**config.mk**
```make
export PLATFORM = sky130hd
export DESIGN_NAME = hazard_ctrl
export DESIGN_NICKNAME = d
export VERILOG_FILES = /design/src/rtl/mips_pkg.sv /design/src/rtl/fwd_unit.sv /design/src/rtl/hazard_ctrl.sv
export SDC_FILE = /design/constraint.sdc
export NUM_CORES = 1
export LEC_CHECK = 0
export CAP_MARGIN = 25
export CORE_ASPECT_RATIO = 0.7
export CORE_MARGIN = 10
export CORE_UTILIZATION = 30
export DETAILED_ROUTE_END_ITERATION = 7
export PLACE_DENSITY = 0.65
export SETUP_SLACK_MARGIN = 0.5
export SLEW_MARGIN = 40
export SYNTH_ARGS = -nofsm -noshare
export SYNTH_HDL_FRONTEND = slang
export SYNTH_SLANG_ARGS = --single-unit
```
**constraint.sdc**
```tcl
create_clock -name clk -period 2.9 [get_ports clk]
set_input_delay 0.58 -clock clk [delete_from_list [all_inputs] [get_ports clk]]
set_output_delay 0.58 -clock clk [all_outputs]
set_load 0.05 [all_outputs]
```
**src/rtl/mips_pkg.sv**
```systemverilog
// rtl/mips_pkg.sv - shared types and constants for the pipeline hazard/forwarding control
//
// Purpose : FSM state and forwarding-select encodings, register address width,
//           counter saturation value and a register-match helper.
// Ports   : none (package).

package mips_pkg;

   localparam int REG_ADDR_W = 5;
   localparam logic [31:0] CNT_MAX = 32'hFFFF_FFFF;

   typedef enum logic [1:0] {
      RUN    = 2'b00,
      DRAIN  = 2'b01,
      HALTED = 2'b10
   } hz_state_t;

   typedef enum logic [1:0] {
      FWD_RF  = 2'b00,
      FWD_MEM = 2'b01,
      FWD_WB  = 2'b10
   } fwd_sel_t;

   // A producer matches a consumer only when it writes, targets a real
   // register (r0 is hardwired zero) and the addresses agree.
   function automatic logic reg_match(input logic wr,
                                      input logic [REG_ADDR_W-1:0] rd,
                                      input logic [REG_ADDR_W-1:0] rs);
      return wr && (rd != '0) && (rd == rs);
   endfunction

endpackage

```
**src/rtl/fwd_unit.sv**
```systemverilog
// rtl/fwd_unit.sv - EX operand forwarding select
//
// Purpose : picks the source for each EX operand; MEM beats WB, r0 never forwards.
// Ports   : ex_rs, ex_rt          in  EX source registers
//           mem_rd, mem_reg_write in  MEM producer
//           wb_rd, wb_reg_write   in  WB producer
//           fwd_a, fwd_b          out 00 regfile, 01 MEM result, 10 WB result

module fwd_unit
   import mips_pkg::*;
(
   input  logic [REG_ADDR_W-1:0] ex_rs,
   input  logic [REG_ADDR_W-1:0] ex_rt,
   input  logic [REG_ADDR_W-1:0] mem_rd,
   input  logic                  mem_reg_write,
   input  logic [REG_ADDR_W-1:0] wb_rd,
   input  logic                  wb_reg_write,
   output logic [1:0]            fwd_a,
   output logic [1:0]            fwd_b
);

   function automatic fwd_sel_t pick(input logic [REG_ADDR_W-1:0] src);
      if (reg_match(mem_reg_write, mem_rd, src))
         return FWD_MEM;
      else if (reg_match(wb_reg_write, wb_rd, src))
         return FWD_WB;
      else
         return FWD_RF;
   endfunction

   always_comb begin
      fwd_a = pick(ex_rs);
      fwd_b = pick(ex_rt);
   end

endmodule

```
**src/rtl/hazard_ctrl.sv**
```systemverilog
// rtl/hazard_ctrl.sv - pipeline hazard detection, halt drain FSM and stall/flush counters
//
// Purpose : drives PC/IF-ID enables and flushes from FSM state and pipeline
//           inputs; counts stall cycles and taken-branch flushes.
//           Optional macro FORWARDING_EN: load-use-only stalls plus fwd_unit
//           operand forwarding; default build stalls on any EX/MEM producer
//           and ties forwarding to the regfile.
// Ports   : clk, rst                         clock, sync active-high reset
//           id_rs/rt, id_uses_rs/rt, id_halt ID stage
//           ex_rs/rt/rd, ex_reg_write, ex_mem_read, ex_is_taken  EX stage
//           mem_rd, mem_reg_write, wb_rd, wb_reg_write, wb_halt  MEM/WB
//           pc_en, ifid_en, ifid_flush, idex_flush               pipeline control
//           fwd_a, fwd_b                     EX operand source select
//           halted, stall_cnt, flush_cnt     status

module hazard_ctrl
   import mips_pkg::*;
(
   input  logic                  clk,
   input  logic                  rst,
   input  logic [REG_ADDR_W-1:0] id_rs,
   input  logic [REG_ADDR_W-1:0] id_rt,
   input  logic                  id_uses_rs,
   input  logic                  id_uses_rt,
   input  logic                  id_halt,
   input  logic [REG_ADDR_W-1:0] ex_rs,
   input  logic [REG_ADDR_W-1:0] ex_rt,
   input  logic [REG_ADDR_W-1:0] ex_rd,
   input  logic                  ex_reg_write,
   input  logic                  ex_mem_read,
   input  logic                  ex_is_taken,
   input  logic [REG_ADDR_W-1:0] mem_rd,
   input  logic                  mem_reg_write,
   input  logic [REG_ADDR_W-1:0] wb_rd,
   input  logic                  wb_reg_write,
   input  logic                  wb_halt,
   output logic                  pc_en,
   output logic                  ifid_en,
   output logic                  ifid_flush,
   output logic                  idex_flush,
   output logic [1:0]            fwd_a,
   output logic [1:0]            fwd_b,
   output logic                  halted,
   output logic [31:0]           stall_cnt,
   output logic [31:0]           flush_cnt
);

   hz_state_t  state;
   logic       rs_hz;
   logic       rt_hz;
   logic       hazard;
   logic       taken_act;
   logic       stall_act;
   logic [1:0] fwd_a_sel;
   logic [1:0] fwd_b_sel;
   logic       unused_sink;

   // WB producers are never hazards: the regfile writes before it is read.
`ifdef FORWARDING_EN
   assign rs_hz = id_uses_rs && reg_match(ex_mem_read, ex_rd, id_rs);
   assign rt_hz = id_uses_rt && reg_match(ex_mem_read, ex_rd, id_rt);

   fwd_unit u_fwd (
      .ex_rs         (ex_rs),
      .ex_rt         (ex_rt),
      .mem_rd        (mem_rd),
      .mem_reg_write (mem_reg_write),
      .wb_rd         (wb_rd),
      .wb_reg_write  (wb_reg_write),
      .fwd_a         (fwd_a_sel),
      .fwd_b         (fwd_b_sel)
   );

   assign unused_sink = ex_reg_write;
`else
   assign rs_hz = id_uses_rs && (reg_match(ex_reg_write, ex_rd, id_rs) ||
                                 reg_match(mem_reg_write, mem_rd, id_rs));
   assign rt_hz = id_uses_rt && (reg_match(ex_reg_write, ex_rd, id_rt) ||
                                 reg_match(mem_reg_write, mem_rd, id_rt));
   assign fwd_a_sel = FWD_RF;
   assign fwd_b_sel = FWD_RF;

   assign unused_sink = ^{ex_rs, ex_rt, wb_rd, wb_reg_write, ex_mem_read};
`endif

   assign hazard    = rs_hz || rt_hz;
   // A taken branch overrides any stall, so it is acted on in RUN and DRAIN.
   assign taken_act = ex_is_taken && ((state == RUN) || (state == DRAIN));
   assign stall_act = (state == RUN) && hazard && !ex_is_taken;

   always_comb begin
      pc_en      = 1'b0;
      ifid_en    = 1'b0;
      ifid_flush = 1'b0;
      idex_flush = 1'b0;
      fwd_a      = FWD_RF;
      fwd_b      = FWD_RF;
      if (rst) begin
         ifid_flush = 1'b1;
         idex_flush = 1'b1;
      end else begin
         fwd_a = fwd_a_sel;
         fwd_b = fwd_b_sel;
         if (taken_act) begin
            pc_en      = 1'b1;
            ifid_en    = 1'b1;
            ifid_flush = 1'b1;
            idex_flush = 1'b1;
         end else begin
            case (state)
               RUN: begin
                  if (hazard) begin
                     idex_flush = 1'b1;
                  end else begin
                     pc_en   = 1'b1;
                     ifid_en = 1'b1;
                  end
               end
               DRAIN: begin
                  ifid_en    = 1'b1;
                  ifid_flush = 1'b1;
               end
               default: ;
            endcase
         end
      end
   end

   always_ff @(posedge clk) begin
      if (rst) begin
         state     <= RUN;
         halted    <= 1'b0;
         stall_cnt <= '0;
         flush_cnt <= '0;
      end else begin
         case (state)
            RUN:
               // HALT is only honoured on a clean cycle (no branch, no stall).
               if (!ex_is_taken && !hazard && id_halt)
                  state <= DRAIN;
            DRAIN:
               if (wb_halt) begin
                  state  <= HALTED;
                  halted <= 1'b1;
               end
            HALTED:
               state <= HALTED;
            default:
               state <= RUN;
         endcase
         if (stall_act && (stall_cnt != CNT_MAX))
            stall_cnt <= stall_cnt + 32'd1;
         if (taken_act && (flush_cnt != CNT_MAX))
            flush_cnt <= flush_cnt + 32'd1;
      end
   end

endmodule
```
# ---- After elaboration in Yosys (flattened, before gate mapping)
# Cells that the tools add are included.
dict set report op_classes {
  n_eq_ne 10
  bitwise_logic 0
  shifts 0
  mul 0
  n_reduce_logical 26
  muxes 17
  div_mod_pow 0
  order_cmp 0
  addsub 2
}
# op n
set op_table {}
lappend op_table {{$add A32 B1 Y32 const B} 2}
lappend op_table {{$ne A32 B32 Y1 const B} 2}
lappend op_table {{$eq A5 B5 Y1} 4}
lappend op_table {{$logic_and A1 B1 Y1} 15}
lappend op_table {{$mux W1} 13}
lappend op_table {{$reduce_bool A5 Y1} 2}
lappend op_table {{$pmux W2 S3} 1}
lappend op_table {{$logic_or A1 B1 Y1} 4}
lappend op_table {{$mux W2} 2}
lappend op_table {{$reduce_and A2 Y1} 2}
lappend op_table {{$eq A2 B1 Y1 const B} 1}
lappend op_table {{$eq A2 B2 Y1 const B} 1}
lappend op_table {{$logic_not A1 Y1} 2}
lappend op_table {{$logic_not A2 Y1} 1}
lappend op_table {{$ne A2 B1 Y1 const B} 1}
lappend op_table {{$ne A2 B2 Y1 const B} 1}
lappend op_table {{$pmux W1 S2} 1}
dict set report word_totals {
  mem_bits_ro 0
  out_inout_bits 73
  input_bits 46
  ramBits 0
  latch_bits 0
  word_cells 59
  n_memories 0
  ff_bits 67
}

# ---- Logic depth before layout (Yosys ltp)
dict set report logic_depth {
  ltp_word 11
  ltp_mapped 9
  mapped_depth_nobuf 8
}

# ---- Worst setup path after synthesis
# OpenSTA, ideal clock, no wires.
dict set report synth_path {
  path_type {input -> output}
  from {in ex_rd[1]}
  to {out ifid_en}
  t_required_ps 2320
  path_stages 5
  arrival_ps 2400
  setup_slack_ps -80
  cell_sequence {or4_1 > o21a_1 > a32oi_1 > o21ai_0 > a21oi_1}
}
dict set report synth_via {
  elab_chain_cells 10
  elab_cells_between_ends 15
}
# item line
set synth_lines {}
lappend synth_lines {{start: declaration} hazard_ctrl.sv:28} ;# input logic [REG_ADDR_W-1:0] ex_rd,
lappend synth_lines {{$reduce_bool A5 Y1} mips_pkg.sv:29} ;# return wr && (rd != '0) && (rd == rs);
lappend synth_lines {{$logic_and A1 B1 Y1 (2 in series)} mips_pkg.sv:29}
lappend synth_lines {{$logic_or A1 B1 Y1 (on tied branches)} {hazard_ctrl.sv:76, hazard_ctrl.sv:78}}
lappend synth_lines {{$logic_and A1 B1 Y1 (on tied branches)} {hazard_ctrl.sv:76, hazard_ctrl.sv:78}}
lappend synth_lines {{$logic_or A1 B1 Y1 *} hazard_ctrl.sv:86} ;# assign hazard = rs_hz || rt_hz;
lappend synth_lines {{$mux W1 *} hazard_ctrl.sv:112} ;# if (hazard) begin
lappend synth_lines {{$pmux W1 S2 *} hazard_ctrl.sv:110} ;# case (state)
lappend synth_lines {{$mux W1 *} hazard_ctrl.sv:104} ;# if (taken_act) begin
lappend synth_lines {{$mux W1 *} hazard_ctrl.sv:98} ;# if (rst) begin
lappend synth_lines {{end: declaration} hazard_ctrl.sv:38} ;# output logic ifid_en,
# Mark *: on every way between the ends. The rest lies on a longest branch, timed or not.

# ---- Worst setup path after layout
dict set report layout_path {
  from {in ex_rd[1]}
  to {out idex_flush}
}
dict set report layout_via {
  elab_chain_cells 10
  elab_cells_between_ends 15
}
# item line
set layout_lines {}
lappend layout_lines {{$reduce_bool A5 Y1} mips_pkg.sv:29}
lappend layout_lines {{$logic_and A1 B1 Y1 (2 in series)} mips_pkg.sv:29}
lappend layout_lines {{$logic_or A1 B1 Y1 (on tied branches)} {hazard_ctrl.sv:76, hazard_ctrl.sv:78}}
lappend layout_lines {{$logic_and A1 B1 Y1 (on tied branches)} {hazard_ctrl.sv:76, hazard_ctrl.sv:78}}
lappend layout_lines {{$logic_or A1 B1 Y1 *} hazard_ctrl.sv:86}
lappend layout_lines {{$mux W1 *} hazard_ctrl.sv:112}
lappend layout_lines {{$mux W1 *} hazard_ctrl.sv:110}
lappend layout_lines {{$mux W1 *} hazard_ctrl.sv:104}
lappend layout_lines {{$mux W1 *} hazard_ctrl.sv:98}
lappend layout_lines {{end: declaration} hazard_ctrl.sv:40} ;# output logic idex_flush,
# Marks and branches as above.

==> results.toml <==
[synthesis]
synthesis.area_um2 = 3830
syn_avg_cell_area_um2 = 8.25
yosysTopAreaCellShare_pct = 35.0
netlist_instances = 465
ys_ff_latch = 67
async_flop_share_pct = 0
yosys.area.top_type = "dfxtp_1"
synth_edf_count = 0
ys_seq_area_share_pct = 35.0
synthTopCellsByArea = "dfxtp_1 35%, xnor2_1 8.2%, a21oi_1 6.3%"
synth_flop_cell = "dfxtp_1"
synth_warnings = 0
ys_types = 52

[min_path]
min_delay_path_depth = 2
hp-class = "reg2reg"

[setup_path]
path_depth = 7
cpLargestDelayFamily = "simple AND/OR/NAND/NOR gates"
start_kind = "input port"
required_ns = 2.32
crit_path_max_fanout = 3
r2r_cells = 8
path_cells = "buf_6 > or4_4 > o21a_4 > a32oi_4 > a21oi_2 > or2_4 > buf_8"
cp-end-kind = "output port"
path_buf_inv = 2
critPathKind = "in2out"
crit_slowest_cell = "or4_4"
worstPathArrival_ns = 2.16
r2r_slack_ns = 0.54
cpPeakStageDelay_ns = 0.53

[place]
dp_hpwl_mm = 8.84
dpl.cell_count = 719
postPlaceCellArea_um2 = 5080
pre_cts_slack_ns = -0.187
io_buffers = 97
place_congestion = 0.917

[clock_network]
htree_num_levels = 3
clockBufferDepth = 2
cts_root_buf = "clkbuf_16"
clkTransAtPathRegs_ns = 0.05
clkLatencyLatePin_ns = 0.33
cts_tree = "yes"
clock-sinks = 67
cts_made_buffers = 9
cts_hold_buf = 0

[route]
detail-route-antenna-nets = 0
wl_mm = 13.3
drtIter0Drc = 254
first_pass_iters = 4
via_per_inst = 5.41
post_drt_wl_per_cell_um = 17.6
via_count = 4109
drc_errors = 0

[floorplanning]
num_io_pins = 119
die_x_um = 155
die_area_um2 = 17800
start_util_pct = 30.8
row_count = 34
core_um2 = 12500
die_h_um = 115

[timing]
skew_ns = 0.00839
setup_viol_count_final = 0
finalCriticalPeriod_ns = 2.74
max_clock_freq_mhz = 366
min_period_over_period_pct = 94.3
relSlewSlack_pct = 59.4
worst_slack_ns = 0.165
drv_slew = 0
worst_pin_slew_ns = 0.609
rsz0062_at_grt = "true"
hold_viol = 0

[power]
irDropWorstVdd_mv = 0.279
power_frac_comb_pct = 23.3
p_per_area_nw_per_um2 = 449
p_leak_nw = 2.04
switchingPower_mw = 0.789
clkPwrFrac_pct = 40.9
power_mw = 2.71
seqPwrFrac_pct = 35.8
p_int_mw = 1.92
switching_share_pct = 29.1

[run_status]
outcome = "finished, final reports clean"

[cells_and_area]
drive_above_1_share_pct = 27.6
final_area_um2 = 6040
antennaDiodeCount = 0
syn_to_final_growth_pct = 57.4
fin_cells = 759
nets = 642
fin_util_pct = 48.4
final.fill_count = 1165

[global_route]
overflow = 0
grt_pass1_vias = 3899
grt_max_degree = 39
grt_pass1_wl_mm = 19.5
grt_antenna_before_repair = 0
track_usage_pct = 13.1

[run]
cap_violations = 0
[worst register-to-register path: cells and delay by family, from the launching register on]
kind / cells / cell delay [ns]
and+or+nand+nor: 5 / 1.15
buffers and inverters: 2 / 0.62
DFF: 1 / 0.41
AOI/OAI and AO/OA: 1 / 0.06
[cell families after synthesis]
family                     Yosys count  share of synthesized area, %
xor gates and xnor gates            38                          8.68
DFF                                 67                          35.0
adders and majority gates            4                          1.31
other                                1                        0.0978
muxes                                6                          1.70
AOI/OAI and AO/OA                  107                          17.8
buffers and inverters               42                          5.48
and+or+nand+nor                    200                          30.0
[layer usage]
layer	global-route usage (%)	up-vias	share of wire, %
met5	0	-	0
met4	4.02	0	1.1
met3	5.48	14	8.3
met2	19.8	131	45
met1	16.5	1976	46
li1	-	1988	-
[synth_stat cells, types with 3 or more instances]
cell / instances
nand4_1: 16
o21ai_0: 11
or3_1: 13
nor2_1: 33
buf_2: 6
buf_4: 6
xnor2_1: 36
nand2b_1: 3
nor3_1: 9
a21oi_1: 48
clkbuf_1: 13
ha_1: 4
a211oi_1: 4
or2_2: 3
dfxtp_1: 67
nand2_1: 30
inv_1: 13
buf_6: 3
o31ai_1: 27
mux2_2: 4
nor4_1: 6
and4_1: 5
nor2b_1: 5
and3_1: 7
and2_1: 4
or4_1: 29
nand3_1: 28
[power groups by stage]
stage	Combinational (mW)	Clock (mW)	Sequential, mW
2_1_floorplan	0.312	0	1.04
3_3_place_gp	0.547	0	0.989
3_5_place_dp	0.562	0	0.991
4_1_cts	0.567	1.14	0.971
5_1_grt	0.676	1.17	0.976
6_report	0.632	1.11	0.971
[cells in the final DEF (no fill, tap or decap), types with 9 or more instances in the layout]
cell type / n
or4_1: 23
a21oi_1: 34
dfxtp_2: 11
nor2_1: 33
nand3_1: 28
inv_1: 13
xnor2_1: 27
clkbuf_16: 13
clkdlybuf4s50_1: 70
buf_4: 28
buf_6: 16
nand4_1: 16
o31ai_1: 17
or3_1: 13
nand2_1: 28
a21oi_2: 12
dfxtp_1: 56
nor3_1: 9
[flip-flops by register name (all words and copies together), names as in the netlist]
name	flops
state	2
flush_cnt	32
halted	1
stall_cnt	32
[area by class of cell]
cell class              count  area [um2]  share of cell area (%)
clock inverters             4        48.8                   0.808
multi-input cells         361        2690                    44.5
flip-flops and latches     67        1360                    22.5
well taps                 162         203                    3.36
repair buffers            140        1440                    23.8
inverters                  13        48.8                   0.808
clock buffers              12         256                    4.25
[per-stage QoR]
| step | hold WS, ns | TNS, ns |
|---|---|---|
| final | 0.486 | 0 |
| after global routing | 0.514 | 0 |
| after CTS | 0.485 | 0 |
| after detailed placement | 0.466 | -0.494 |
| after global placement | 0.457 | -0.365 |
| after floorplan | 0.449 | 0 |
[what timing repair did]
| action | 4_1_cts | 5_1_grt |
|---|---|---|
| pin swaps | 12 | 58 |
| setup buffers | 4 | 12 |
| gates cloned | 0 | 8 |
| gates resized for setup | 37 | 132 |
| setup endpoints to repair | 34 | 40 |
[final timing paths]
check | end | from
worst max-delay path | idex_flush | ex_rd[1]
worst min-delay path | state[1] | state[1]
worst min register to register | state[1] | state[1]
worst max register to register | stall_cnt[16] | stall_cnt[18]
No activity file was read; power rests on OpenSTA's default activity.
